`config.mk`:
```
export PLATFORM = sky130hd
export DESIGN_NAME = led_status_arbiter
export DESIGN_NICKNAME = d
export VERILOG_FILES = /design/src/rtl/led_status_arbiter.sv
export SDC_FILE = /design/constraint.sdc
export NUM_CORES = 1
export LEC_CHECK = 0
export ABC_AREA = 1
export CAP_MARGIN = 10
export CORE_MARGIN = 10
export CORE_UTILIZATION = 58
export DETAILED_ROUTE_END_ITERATION = 8
export GPL_ROUTABILITY_DRIVEN = 0
export GPL_TIMING_DRIVEN = 1
export PLACE_DENSITY = 0.95
export SLEW_MARGIN = 5
export SYNTH_ARGS = -nofsm -noshare
export SYNTH_HDL_FRONTEND = slang
export SYNTH_SLANG_ARGS = --single-unit
export TNS_END_PERCENT = 30
```
`constraint.sdc`:
```
create_clock -name clk -period 3.9 [get_ports clk]
set_clock_uncertainty 0.2 [all_clocks]
set_input_delay 0.585 -clock clk [delete_from_list [all_inputs] [get_ports clk]]
set_output_delay 0.585 -clock clk [all_outputs]
set_load 0.02 [all_outputs]
```
`src/rtl/led_status_arbiter.sv`:
```
// Fixed-priority LED scheduler: three requesters share five LEDs, each grant
// shows a latched (optionally blinking) pattern for a fixed number of ticks.
module led_status_arbiter #(
    parameter int unsigned TICK_DIV   = 1200000,
    parameter int unsigned HOLD_TICKS = 5,
    parameter int unsigned HB_TICKS   = 5
) (
    input  logic        clk,
    input  logic        rst,
    input  logic [2:0]  req,
    input  logic [14:0] req_mask,
    input  logic [2:0]  req_blink,
    output logic [2:0]  ack,
    output logic [1:0]  owner,
    output logic        busy,
    output logic        LED1,
    output logic        LED2,
    output logic        LED3,
    output logic        LED4,
    output logic        LED5
);

    localparam int unsigned PW = $clog2(TICK_DIV);
    localparam int unsigned HW = $clog2(HOLD_TICKS + 1);
    localparam int unsigned BW = $clog2(HB_TICKS + 1);

    typedef enum logic {IDLE, SHOW} state_t;

    state_t        state, state_d;
    logic [PW-1:0] pcnt, pcnt_d;
    logic [HW-1:0] hold, hold_d;
    logic [BW-1:0] hbcnt, hbcnt_d;
    logic          hb, hb_d;
    logic          phase, phase_d;
    logic [4:0]    mask, mask_d;
    logic          blink, blink_d;
    logic [2:0]    ack_d;
    logic [1:0]    owner_d;
    logic          busy_d;
    logic [4:0]    led, led_d;

    logic          tick;
    logic          expire;
    logic          preempt;
    logic          grant;
    logic [1:0]    win;

    // State and registered outputs
    always_ff @(posedge clk or posedge rst) begin
        if (rst) begin
            state <= IDLE;
            pcnt  <= '0;
            hold  <= '0;
            hbcnt <= '0;
            hb    <= 1'b0;
            phase <= 1'b0;
            mask  <= '0;
            blink <= 1'b0;
            ack   <= '0;
            owner <= 2'b11;
            busy  <= 1'b0;
            led   <= '0;
        end else begin
            state <= state_d;
            pcnt  <= pcnt_d;
            hold  <= hold_d;
            hbcnt <= hbcnt_d;
            hb    <= hb_d;
            phase <= phase_d;
            mask  <= mask_d;
            blink <= blink_d;
            ack   <= ack_d;
            owner <= owner_d;
            busy  <= busy_d;
            led   <= led_d;
        end
    end

    // Next-state, grant arbitration and LED pattern
    always_comb begin
        state_d = state;
        pcnt_d  = pcnt;
        hold_d  = hold;
        hbcnt_d = hbcnt;
        hb_d    = hb;
        phase_d = phase;
        mask_d  = mask;
        blink_d = blink;
        ack_d   = 3'b000;
        owner_d = owner;
        busy_d  = 1'b0;
        led_d   = '0;
        grant   = 1'b0;

        tick   = (pcnt == PW'(TICK_DIV - 1));
        expire = tick && (hold == HW'(1));
        pcnt_d = tick ? '0 : pcnt + PW'(1);

        if (req[2])      win = 2'd2;
        else if (req[1]) win = 2'd1;
        else             win = 2'd0;

        case (owner)
            2'd0:    preempt = |req[2:1];
            2'd1:    preempt = req[2];
            default: preempt = 1'b0;
        endcase

        case (state)
            IDLE: begin
                if (|req) begin
                    grant = 1'b1;
                end else if (tick) begin
                    if (hbcnt == BW'(HB_TICKS - 1)) begin
                        hbcnt_d = '0;
                        hb_d    = ~hb;
                    end else begin
                        hbcnt_d = hbcnt + BW'(1);
                    end
                end
            end
            SHOW: begin
                if (preempt || (expire && (|req))) begin
                    grant = 1'b1;
                end else if (expire) begin
                    state_d = IDLE;
                    owner_d = 2'b11;
                    hbcnt_d = '0;
                end else if (tick) begin
                    hold_d  = hold - HW'(1);
                    phase_d = ~phase;
                end
            end
            default: state_d = IDLE;
        endcase

        if (grant) begin
            state_d = SHOW;
            ack_d   = 3'b001 << win;
            owner_d = win;
            blink_d = req_blink[win];
            hold_d  = HW'(HOLD_TICKS);
            phase_d = 1'b1;
            pcnt_d  = '0;
            case (win)
                2'd2:    mask_d = req_mask[14:10];
                2'd1:    mask_d = req_mask[9:5];
                default: mask_d = req_mask[4:0];
            endcase
        end

        busy_d = (state_d == SHOW);
        if (state_d == SHOW)
            led_d = blink_d ? (mask_d & {5{phase_d}}) : mask_d;
        else
            led_d = {hb_d, 4'b0000};
    end

    assign LED1 = led[0];
    assign LED2 = led[1];
    assign LED3 = led[2];
    assign LED4 = led[3];
    assign LED5 = led[4];

endmodule

```
==> run metrics <==
Port Buf Inserts=33; Worst-Skew Late Latency=0.30 ns; post-layout min period=2.650 ns; Crit path depth=13; Root Buffer=clkbuf_8; row count=23; Worst-path clk slew=0.08 ns; PD cells=284.9 mW/mm^2; clock sink total=46; max incr delay on CP=0.49 ns; peak supply drop=247.6 uV; largest cells by area after synthesis=dfrtp_1 46%, nor2_1 7.5%, nand2_1 7.2%, inv_1 5.0%, nand3_1 3.8%; setup violators final=0; post-synth cell types=35; WL/cell=14.24 microns; fin crit share=67.95%; synth warn=0; CP most frequent cell=nand2_1; FMAX=377.3 MHz; vias in the first global route=2164; Die Ht=84.19 microns; crit path kind=in2reg; DRC Markers=0; Mapped Nets=307; setup bufs post-CTS=0; Hold Vio Cnt, Final=0; slew of the pin with the lowest slew margin=0.9147 ns; layout cells sized above 1=11.64%; unrepaired setup endpoints after global routing=false; R2R cell count=14; Post-synth EDFFs=0; max-slew violations=0; critical path's slowest cell=clkdlybuf4s50_1; Avg Synthesized Cell Area=8.566 sq um; CP Launch Type=input pin; Gate Count Post-Synth=279; Initial Utilization=59.74%; ys async rst share=100.0%; WP data required=3.93 ns; post-synth top area share=46.07%; WP data arrival=2.68 ns; largest net degree at the start of global routing=47; Max Cap Viol=0; CP max FO=21; sequential share of the synthesized area=48.27%; P_leak=1.358 nW; Util after Layout=71.00%; leading area contributor after synthesis=dfrtp_1; vias per inst=5.476; TritonCTS clock tree=built; Main synth FF type=dfrtp_1; drt first pass iters=4; final-stage net count=345; total CTS buffers=5; first-pass GRT wire length=9246 microns; hold buffers post-CTS=0; HP Class=reg2reg; core area=0.004000 sq mm; PostCTS Resize Cnt=0; CP top delay family=simple AND/OR/NAND/NOR gates; synthesized flop and latch total=46; outcome=finished clean; DP HPWL=4080 microns; total negative slack=0 ns; Bufs and invs on worst path=3; Layout area overhead=18.85%; GRT Util Overall=15.54%; Netlist Area Pre-Place=0.002390 sq mm; remaining antenna violation count=0; worst hold path cell count=1; Slew headroom=38.93%; drt initial violations=173; CTS Buffer Depth=2; global route overflow=0; antenna violations before repair=0; Setup crit end kind=flip-flop; total wire length=5240 microns; n_diodes=0; H-tree levels=2; DIE AREA=0.007088 sq mm; Fillers=304; via count=2015; worst-path cell chain=clkdlybuf4s50_1 -> nor2_2 -> inv_2 -> or2_4 -> nand4_2 -> nand2_2 -> nand2_4 -> nand2_4 -> inv_2 -> nand2_1 -> nand2_1 -> nand2_1 -> o21ai_1; IO Pins=34; Die Wd=84.19 microns
-- cell usage in the layout (no fill, tap or decap), drive strengths merged --
master / n
nor2: 59
nand2: 55
dfrtp: 44
inv: 35
clkdlybuf4s50: 33
nand3: 18
o21ai: 13
xor2: 9
clkbuf: 7
nand4: 6
nor3: 6
ha: 5
a21oi: 4
o22ai: 4
a22oi: 4
xnor2: 3
or2: 3
dfstp: 2
and3: 1
nand3b: 1
o211ai: 1
nor4: 1
o31ai: 1
a211oi: 1
o2111ai: 1
clkinvlp: 1
-- kinds of logic (layout without fill, tap and decap cells) --
family,count (synthesis),count (layout),synth area share (%)
xor+xnor,12,12,4.398
buf+inv,37,76,6.597
compound gates,29,29,7.330
simple gates,150,150,30.79
fa+ha+maj,5,5,2.618
flops,46,46,48.27
-- synth_stat cells (2+ instances only) --
cell	n
ha_1	5
nor2_4	5
nor2_1	48
nor3_1	5
nand2_2	5
a21oi_1	4
o21ai_1	3
nand4_1	5
nand2_1	46
xnor2_1	3
or2_4	2
a22oi_1	4
dfrtp_1	44
o21ai_0	9
nand3_1	18
inv_1	32
xor2_1	9
inv_2	3
nand2_4	4
nor2_2	6
dfstp_2	2
o22ai_1	4
-- sequential cells by signal, indices dropped and copies added (netlist names) --
| name | cells |
|---|---|
| hold | 3 |
| led | 5 |
| ack | 3 |
| state | 1 |
| pcnt | 21 |
| owner | 2 |
| phase | 1 |
| hbcnt | 3 |
| hb | 1 |
| blink | 1 |
| mask | 5 |
-- metal layers --
| metal | vias up | track usage [%] | wire (microns) | part of all wire (%) |
|---|---|---|---|---|
| li1 | 971 | - | - | - |
| met1 | 979 | 15.55 | 2062 | 39 |
| met3 | 7 | 5.700 | 356 | 6.8 |
| met5 | - | 0 | 0 | 0 |
| met4 | 0 | 5.327 | 65 | 1.2 |
| met2 | 58 | 28.77 | 2756 | 53 |
-- worst paths after layout --
path                          from       end  slack [ns]
max reg2reg                pcnt[0]   hold[2]        1.45
max                         req[2]   hold[2]        1.25
min in group asynchronous      rst  pcnt[15]        0.60
min                        pcnt[0]   pcnt[0]        0.28
min reg2reg                pcnt[0]   pcnt[0]        0.28
max in group asynchronous      rst   hold[2]        2.33
-- per-stage QoR --
step | total power [mW] | instances | setup WS, ns | hold slack (ns) | instance area (sq um)
after floorplan | 0.5060 | 279 | 1.786 | 0.2329 | 2390
after global placement | 0.5328 | 360 | 1.103 | 0.2549 | 2756
after detailed placement | 0.5348 | 360 | 0.9348 | 0.2653 | 2756
after CTS | 0.8154 | 368 | 1.250 | 0.2766 | 2840
after global routing | 0.8366 | 368 | 1.025 | 0.3124 | 2840
final | 0.8092 | 368 | 1.250 | 0.2761 | 2840
-- report_power, final --
group | internal (mW) | leakage, nW | total, mW | switching, mW
combinational | 0.0246 | 0.735 | 0.0468 | 0.0221
clock | 0.127 | 0.0385 | 0.285 | 0.158
sequential | 0.477 | 0.585 | 0.478 | 0.000430
-- cell type report --
| type | instances | area [sq um] | area share, % |
|---|---|---|---|
| multi-input combinational | 196 | 1079 | 37.97 |
| timing repair buffer | 33 | 330.3 | 11.63 |
| clock inverter | 1 | 7.507 | 0.2643 |
| tap | 50 | 62.56 | 2.203 |
| sequential | 46 | 1154 | 40.62 |
| clock buffer | 7 | 76.32 | 2.687 |
| inverter | 35 | 131.4 | 4.626 |
No activity file was read; power rests on OpenSTA's default activity.
